==> src/rtl/br_outcome_buf.sv <==
// ----------------------------------------------------------------------------
// br_outcome_buf - branch outcome buffer (BOB)
//
// In-order circular FIFO between the fetch-stage tournament predictor and the
// retire stage. Fetch allocates one entry per predicted branch, capturing the
// predictor snapshot. Retire sees the head entry combinationally, uses it for
// the non-speculative predictor updates and bhr recovery, and pops it when
// the branch retires. A retire flush empties the whole buffer.
//
// Parameters
//   DEPTH   number of entries (power of 2, >= 2)
//   PTR_W   log2(DEPTH)
//
// Ports
//   clock, reset_n          clock, async active-low reset
//   alloc_vld_i             allocate request from fetch
//   alloc_brpc_i/bhr_i/bht_i/chwe_i/chbrdir_i   snapshot to store
//   alloc_rdy_o             buffer not full
//   alloc_idx_o             index the next allocation receives (tail)
//   rt_pop_i                head branch retires
//   pipctl_flush_rt_i       retire flush, clears all entries
//   bob_valid_o             head entry valid (buffer not empty)
//   bob_brpc_o/bhr_o/bht_o/chwe_o/chbrdir_o     head snapshot (0 when empty)
//   bob_count_o             occupied entry count
//   bob_ovf_o, bob_udf_o    sticky overflow / underflow, cleared by reset only
// ----------------------------------------------------------------------------
module br_outcome_buf #(
    parameter int DEPTH = 16,
    parameter int PTR_W = 4
) (
    input  logic             clock,
    input  logic             reset_n,
    input  logic             alloc_vld_i,
    input  logic [63:0]      alloc_brpc_i,
    input  logic [11:0]      alloc_bhr_i,
    input  logic [9:0]       alloc_bht_i,
    input  logic             alloc_chwe_i,
    input  logic             alloc_chbrdir_i,
    output logic             alloc_rdy_o,
    output logic [PTR_W-1:0] alloc_idx_o,
    input  logic             rt_pop_i,
    input  logic             pipctl_flush_rt_i,
    output logic             bob_valid_o,
    output logic [63:0]      bob_brpc_o,
    output logic [11:0]      bob_bhr_o,
    output logic [9:0]       bob_bht_o,
    output logic             bob_chwe_o,
    output logic             bob_chbrdir_o,
    output logic [PTR_W:0]   bob_count_o,
    output logic             bob_ovf_o,
    output logic             bob_udf_o
);

    typedef struct packed {
        logic [63:0] brpc;
        logic [11:0] bhr;
        logic [9:0]  bht;
        logic        chwe;
        logic        chbrdir;
    } bob_entry_t;

    localparam logic [PTR_W:0] FULL_CNT = (PTR_W+1)'(DEPTH);

    // Payload RAM carries no reset; the read path masks it while empty.
    bob_entry_t       mem_q [DEPTH];
    logic [DEPTH-1:0] vld_q;
    logic [PTR_W-1:0] head_q;
    logic [PTR_W-1:0] tail_q;
    logic [PTR_W:0]   count_q;
    logic             ovf_q;
    logic             udf_q;

    logic       full;
    logic       empty;
    logic       alloc_acc;
    logic       pop_acc;
    bob_entry_t alloc_ent;
    bob_entry_t head_ent;

    assign full      = (count_q == FULL_CNT);
    assign empty     = (count_q == '0);
    // Flush wins over both alloc and pop in the same cycle.
    assign alloc_acc = alloc_vld_i & ~full  & ~pipctl_flush_rt_i;
    assign pop_acc   = rt_pop_i    & ~empty & ~pipctl_flush_rt_i;

    assign alloc_ent = '{brpc:    alloc_brpc_i,
                         bhr:     alloc_bhr_i,
                         bht:     alloc_bht_i,
                         chwe:    alloc_chwe_i,
                         chbrdir: alloc_chbrdir_i};

    // Pointer/occupancy state. Pointers are exactly log2(DEPTH) wide so they
    // wrap on their own; count disambiguates full from empty.
    always_ff @(posedge clock or negedge reset_n) begin
        if (!reset_n) begin
            head_q  <= '0;
            tail_q  <= '0;
            count_q <= '0;
            vld_q   <= '0;
            ovf_q   <= 1'b0;
            udf_q   <= 1'b0;
        end else begin
            if (pipctl_flush_rt_i) begin
                head_q  <= '0;
                tail_q  <= '0;
                count_q <= '0;
                vld_q   <= '0;
            end else begin
                // Alloc and pop never target the same slot: that would need
                // the buffer to be both non-empty and not full at one index.
                if (alloc_acc) begin
                    vld_q[tail_q] <= 1'b1;
                    tail_q        <= tail_q + 1'b1;
                end
                if (pop_acc) begin
                    vld_q[head_q] <= 1'b0;
                    head_q        <= head_q + 1'b1;
                end
                case ({alloc_acc, pop_acc})
                    2'b10:   count_q <= count_q + 1'b1;
                    2'b01:   count_q <= count_q - 1'b1;
                    default: count_q <= count_q;
                endcase
            end
            if (alloc_vld_i & full  & ~pipctl_flush_rt_i) ovf_q <= 1'b1;
            if (rt_pop_i    & empty & ~pipctl_flush_rt_i) udf_q <= 1'b1;
        end
    end

    always_ff @(posedge clock) begin
        if (alloc_acc) mem_q[tail_q] <= alloc_ent;
    end

    // Head read is purely combinational, so during a flush cycle the
    // predictor still sees the current head for bhr recovery. A freshly
    // allocated entry only becomes visible after its write edge.
    assign head_ent      = empty ? '0 : mem_q[head_q];

    assign bob_valid_o   = ~empty & vld_q[head_q];
    assign bob_brpc_o    = head_ent.brpc;
    assign bob_bhr_o     = head_ent.bhr;
    assign bob_bht_o     = head_ent.bht;
    assign bob_chwe_o    = head_ent.chwe;
    assign bob_chbrdir_o = head_ent.chbrdir;

    assign alloc_rdy_o   = ~full;
    assign alloc_idx_o   = tail_q;
    assign bob_count_o   = count_q;
    assign bob_ovf_o     = ovf_q;
    assign bob_udf_o     = udf_q;

endmodule
==> config.mk <==
export PLATFORM = sky130hd
export DESIGN_NAME = br_outcome_buf
export DESIGN_NICKNAME = d
export VERILOG_FILES = /design/src/rtl/br_outcome_buf.sv
export SDC_FILE = /design/constraint.sdc
export NUM_CORES = 1
export LEC_CHECK = 0
export ABC_AREA = 1
export ABC_CLOCK_PERIOD_IN_PS = 7100
export CAP_MARGIN = 40
export CORE_UTILIZATION = 55
export DETAILED_ROUTE_END_ITERATION = 10
export PLACE_DENSITY_LB_ADDON = 0.3
export SETUP_SLACK_MARGIN = 0.3
export SLEW_MARGIN = 20
export SYNTH_ARGS = -nofsm -noshare
export SYNTH_HDL_FRONTEND = slang
export SYNTH_SLANG_ARGS = --single-unit
==> constraint.sdc <==
create_clock -name clock -period 7.1 [get_ports clock]
set_input_delay 1.42 -clock clock [delete_from_list [all_inputs] [get_ports clock]]
set_output_delay 1.42 -clock clock [all_outputs]
set_load 0.05 [all_outputs]
# After elaboration in Yosys (flattened, before gate mapping)
# Memory sizes are Yosys's and may differ from the RTL's.
# Cells that the tools add are included.
# word_totals
register_bits,31
mem_bits_rw,1408
mem_count,1
# classes
addsub,4
order_cmp,4
n_eq_ne,3
n_mux,19
bitwise,15
n_reduce_logical,6
# memory_table
name,words,word_bits,rd,rd_ports_with_merged_regs,write_ports,line_no,rtl
mem_q,16,88,1,0,1,65,bob_entry_t mem_q [DEPTH];
# op_table
op,count
2-to-1 mux 88 bit,1
2-to-1 mux 16 bit,4
AND 16 bit,1
2-to-1 mux 4 bit,4
NOT 16 bit,1
OR 16 bit,1
less-than comparator 4 x 5 -> 1 bit (second input constant),2
one-hot mux 5 bit (2 select lines),1
AND 1 bit,9
adder 4 x 1 -> 4 bit (second input constant),2
demux 1 bit (select 4 bit),2
>= comparator 4 x 1 -> 1 bit (second input constant),2
adder 5 x 1 -> 5 bit (second input constant),1
equality test 5 bit (second input constant),1
logical NOT 5 bit,1
2-to-1 mux 1 bit,5
2-to-1 mux 5 bit,1
subtractor 5 x 1 -> 5 bit (second input constant),1
binary-select mux 1 bit (select 4 bit),1
nonzero test 2 bit,2
NOT 1 bit,3
nonzero test 3 bit,1
equality test 2 x 1 -> 1 bit (second input constant),1
equality test 2 bit (second input constant),1
logical AND 1 bit,2

# Logic depth before layout (Yosys ltp)
# logic_depth
word_depth,10
mapped_depth,16
depth_no_buf,16

# Worst setup path after synthesis
# Ideal clock, no wire load.
# synth_timing
kind,in2reg
startpoint,input pipctl_flush_rt_i
endpoint,memory mem_q[0][0] in the netlist's numbering (enable)
setup_time_ns,0.536
arrival_ns,5.763
t_required_ns,6.564
setup_slack_ns,0.801
cell_stages,6
n_path_buf,1
path_cell_list,clkbuf_1 -> nor2_1 -> nand2_2 -> nor2_1 -> inv_1 -> nor2_1
# synth_via
elab_chain_len,4
# synth_lines
element,line_no,rtl
"start, declared",42,"input logic pipctl_flush_rt_i,"
NOT 1 bit,83,assign alloc_acc = alloc_vld_i & ~full & ~pipctl_flush_rt_i;
AND 1 bit,83,
2-to-1 mux 1 bit,131,if (alloc_acc) mem_q[tail_q] <= alloc_ent;
2-to-1 mux 1 bit (implied by the code),131,
"end, declared",65,
# No other way between the ends.

# Final worst setup path
# layout_timing
startpoint,register head_q[0]
endpoint,output bob_brpc_o[30]
# layout_via
elab_chain_len,2
# layout_lines
element,line_no,rtl
"start, declared",67,logic [PTR_W-1:0] head_q;
"start signal, assigned",117,head_q <= head_q + 1'b1;
memory (16 x 88 bit),--,
2-to-1 mux 88 bit,137,assign head_ent = empty ? '0 : mem_q[head_q];
"end, declared",44,"output logic [63:0] bob_brpc_o,"
# No other way between the ends.

==> impl_metrics.prom <==
# TYPE chip_impl_metric gauge
chip_impl_info{name="r2r-start",value="bob_count_o[2]"} 1
chip_impl_metric{name="mappedNetlistArea",unit="um2"} 56400
chip_impl_metric{name="clkSinkCount",unit=""} 1439
chip_impl_metric{name="worst_setup_hold_path_clk_slew",unit="ns"} 0.06
chip_impl_metric{name="synthesized_nets",unit=""} 4242
chip_impl_metric{name="wire_per_inst",unit="um"} 24.2
chip_impl_metric{name="count_of_distinct_cell_types_in_the_synthesized_netlist",unit=""} 31
chip_impl_info{name="synthFlopType",value="edfxtp_1"} 1
chip_impl_info{name="layout_commonest_cell",value="edfxtp_1"} 1
chip_impl_metric{name="count_of_h_tree_levels_built_during_cts",unit=""} 4
chip_impl_info{name="holdCritPathClass",value="register to register"} 1
chip_impl_info{name="critPathSlowestCell",value="clkdlybuf4s50_1"} 1
chip_impl_info{name="cts_tree",value="done"} 1
chip_impl_metric{name="synth_sequential_area_ratio",unit="%"} 76.4
chip_impl_metric{name="grt_start_max_net_pins",unit=""} 225
chip_impl_metric{name="yosysWarnings",unit=""} 0
chip_impl_metric{name="cellLeakagePower",unit="nW"} 20.5
chip_impl_metric{name="postCtsSetupRepairBufs",unit=""} 0
chip_impl_info{name="root_buffer",value="clkbuf_16"} 1
chip_impl_metric{name="detailedRoute.firstPassIterationCount",unit=""} 5
chip_impl_metric{name="post_synth_edffs",unit=""} 1408
chip_impl_info{name="rsz_0062_raised_after_global_routing",value="no"} 1
chip_impl_metric{name="power-per-cell-area",unit="nW/um2"} 376
chip_impl_metric{name="routed_via_density",unit=""} 6.13
chip_impl_metric{name="multi_input_gate_area_in_the_final_layout",unit="um2"} 11900
chip_impl_metric{name="syn_area_per_cell",unit="um2"} 13.6
chip_impl_metric{name="num_rows",unit=""} 117
chip_impl_metric{name="worstPathArrival",unit="ns"} 4.70
chip_impl_metric{name="swShare",unit="%"} 34.8
chip_impl_metric{name="routabilityCongestion",unit=""} 0.764
chip_impl_metric{name="cts_buffers",unit=""} 144
chip_impl_metric{name="effective_utilization_at_floorplan",unit="%"} 55.4
chip_impl_info{name="setup.worst_path.class",value="register to primary output"} 1
chip_impl_metric{name="net-switching-power",unit="mW"} 8.45
chip_impl_metric{name="critical_path_required",unit="ns"} 5.68
chip_impl_metric{name="die-height",unit="um"} 322
chip_impl_metric{name="post_route_cells_drive_above_1_share",unit="%"} 8.28
chip_impl_metric{name="portBuffers",unit=""} 193
chip_impl_info{name="setup.worst_path.start",value="head_q[0]"} 1
chip_impl_metric{name="grt_use_total",unit="%"} 27.0
chip_impl_metric{name="cts_resized",unit=""} 0
chip_impl_info{name="most_frequent_cells_in_the_layout",value="edfxtp_1 (1408), nor2_1 (742), o21ai_0 (707)"} 1
chip_impl_info{name="worstSetupStartpointType",value="register"} 1
chip_impl_metric{name="first_iteration_detailed_routing_drc_count",unit=""} 4398
chip_impl_metric{name="design.portCount",unit=""} 194
chip_impl_metric{name="detailed_place_hpwl",unit="mm"} 68.1
chip_impl_metric{name="finalMaxSlewViolations",unit=""} 0
chip_impl_metric{name="postLayoutCoreUtil",unit="%"} 63.4
chip_impl_metric{name="core-area",unit="um2"} 102000
chip_impl_metric{name="slew_headroom",unit="%"} 28.5
chip_impl_metric{name="floorplan.die_area",unit="um2"} 104000
chip_impl_metric{name="area_growth",unit="%"} 14.4
chip_impl_metric{name="ant_nets",unit=""} 0
chip_impl_metric{name="ys_ff_latch",unit=""} 1439
chip_impl_info{name="timing.critical_path.max_delay_family",value="buffers and inverters"} 1
chip_impl_metric{name="cap_viol_max_count",unit=""} 0
chip_impl_metric{name="grt_overflow",unit=""} 0
chip_impl_metric{name="number_of_antenna_violations_at_the_first_check_in_global_routing",unit=""} 12
chip_impl_metric{name="worst_ir_drop_vdd",unit="uV"} 385
chip_impl_metric{name="vias",unit=""} 35300
chip_impl_metric{name="vias_in_the_first_global_route",unit=""} 34100
chip_impl_metric{name="final_nets",unit=""} 4378
chip_impl_metric{name="hold_viol_final",unit=""} 0
chip_impl_metric{name="clock_latency",unit="ns"} 0.75
chip_impl_metric{name="cp_num_buf_inv",unit=""} 4
chip_impl_metric{name="fillerInstances",unit=""} 7201
chip_impl_metric{name="p_clk_share",unit="%"} 29.7
chip_impl_metric{name="hold_buffers",unit=""} 0
chip_impl_metric{name="max-clock-path-buffers",unit=""} 3
chip_impl_metric{name="period_share",unit="%"} 86.3
chip_impl_info{name="timing.critical_path.to_type",value="primary output"} 1
chip_impl_info{name="run_status",value="finished, final reports clean"} 1
chip_impl_metric{name="internal_power",unit="mW"} 15.8
chip_impl_metric{name="wirelength",unit="mm"} 139
chip_impl_metric{name="worst-slew-pin-transition",unit="ns"} 1.07
chip_impl_metric{name="cell_count_after_synthesis",unit=""} 4139
chip_impl_metric{name="drt_drc_violations_left",unit=""} 0
chip_impl_info{name="path_cells",value="inv_16 -> buf_16 -> buf_4 -> o21ai_0 -> o22ai_1 -> nand2_1 -> a41oi_2 -> clkdlybuf4s50_1"} 1
chip_impl_metric{name="die_width",unit="um"} 322
chip_impl_metric{name="power.share.combinational",unit="%"} 30.8
chip_impl_metric{name="register_area",unit="um2"} 43100
chip_impl_metric{name="wire_length_of_the_first_global_routing_pass",unit="mm"} 209
chip_impl_metric{name="achievable-frequency",unit="MHz"} 163
chip_impl_metric{name="finalCriticalPeriod",unit="ns"} 6.12
chip_impl_metric{name="p_seq_share",unit="%"} 39.5
chip_impl_metric{name="critical_path.max_fanout",unit=""} 188
chip_impl_metric{name="clock_skew",unit="ns"} 0.0174
chip_impl_metric{name="async_flop_share",unit="%"} 2.15
chip_impl_metric{name="setup-violations-final",unit=""} 0
chip_impl_info{name="timing.hold.worst.start",value="bob_udf_o"} 1
chip_impl_metric{name="setup-tns-final",unit="ns"} 0
chip_impl_metric{name="cpPeakStageDelay",unit="ns"} 0.86
## worst paths after layout
check                                       to  slack (ns)  cells after the start
min in group asynchronous       bob_count_o[3]        1.09                      2
worst max-delay path            bob_brpc_o[30]        0.98                      8
worst max register to register   mem_q[10][46]        4.26                      7
worst min-delay path                 bob_udf_o        0.49                      1
worst min register to register       bob_udf_o        0.49                      1
max in group asynchronous            head_q[0]        5.67                      2
## sequential cells by signal, summed over array words and instances (netlist names)
name	count
alloc_idx_o	4
bob_ovf_o	1
bob_count_o	5
head_q	4
mem_q	1408
bob_udf_o	1
vld_q	16
## stage by stage
stage | power, mW | worst slack [ns] | std cells | hold slack [ns] | instance area (um2)
global placement | 17.0 | 1.91 | 5480 | 0.463 | 59600
CTS | 24.3 | 0.936 | 5750 | 0.509 | 64400
global route | 25.2 | 0.744 | 5758 | 0.530 | 64500
detailed placement | 17.2 | 1.74 | 5493 | 0.495 | 60000
finish | 24.3 | 0.976 | 5759 | 0.493 | 64500
floorplan | 14.9 | 0.801 | 4139 | 0.531 | 56400
## Yosys cell counts (25+ instances only)
| library cell | instances | share of area [%] |
|---|---|---|
| edfxtp_1 | 1408 | 75 |
| nor2_1 | 759 | 5.1 |
| o21ai_0 | 707 | 6.3 |
| nand2_1 | 393 | 2.6 |
| o22ai_1 | 357 | 4.0 |
| clkbuf_1 | 176 | 1.2 |
| buf_2 | 65 | 0.58 |
| a41oi_2 | 57 | 1.6 |
| inv_1 | 35 | 0.23 |
| a41oi_1 | 32 | 0.50 |
| dfrtp_1 | 31 | 1.4 |
| buf_4 | 25 | 0.33 |
## metal layers
metal  wire, um  vias up  GRT usage [%]
met5         69        -              0
met4       4320       12           9.82
met3      11600      299           4.34
met2      66900     1657           43.4
met1      56500    17600           37.5
li1           -    15700              -
## cell type report
cell class              instances  area share, %
multi-input cells            2375           18.5
clock inverters                77          0.952
inverters                      39          0.279
clock buffers                 180           5.93
diodes                          5         0.0194
flip-flops and latches       1439           66.8
repair buffers                276           4.92
well taps                    1368           2.65
## logic make-up (layout without fill, tap and decap cells)
group / after synthesis / count (layout) / share of synthesized area [%]
AOI/OAI and AO/OA: 1190 / 1190 / 12.8
xor gates and xnor gates: 1 / 1 / 0.0155
adders and majority gates: 10 / 10 / 0.222
buffers and inverters: 325 / 572 / 2.71
DFF: 1439 / 1439 / 76.4
other: 0 / 5 / 0
and+or+nand+nor: 1174 / 1174 / 7.88
## power groups by stage
| stage | Sequential (mW) | Combinational [mW] | Clock, mW |
|---|---|---|---|
| 6_report | 9.58 | 7.47 | 7.22 |
| 5_1_grt | 9.59 | 8.02 | 7.60 |
| 4_1_cts | 9.58 | 7.43 | 7.29 |
| 3_5_place_dp | 9.76 | 7.40 | 0 |
| 3_3_place_gp | 9.75 | 7.27 | 0 |
| 2_1_floorplan | 9.74 | 5.19 | 0 |
No activity file was read; power rests on OpenSTA's default activity.
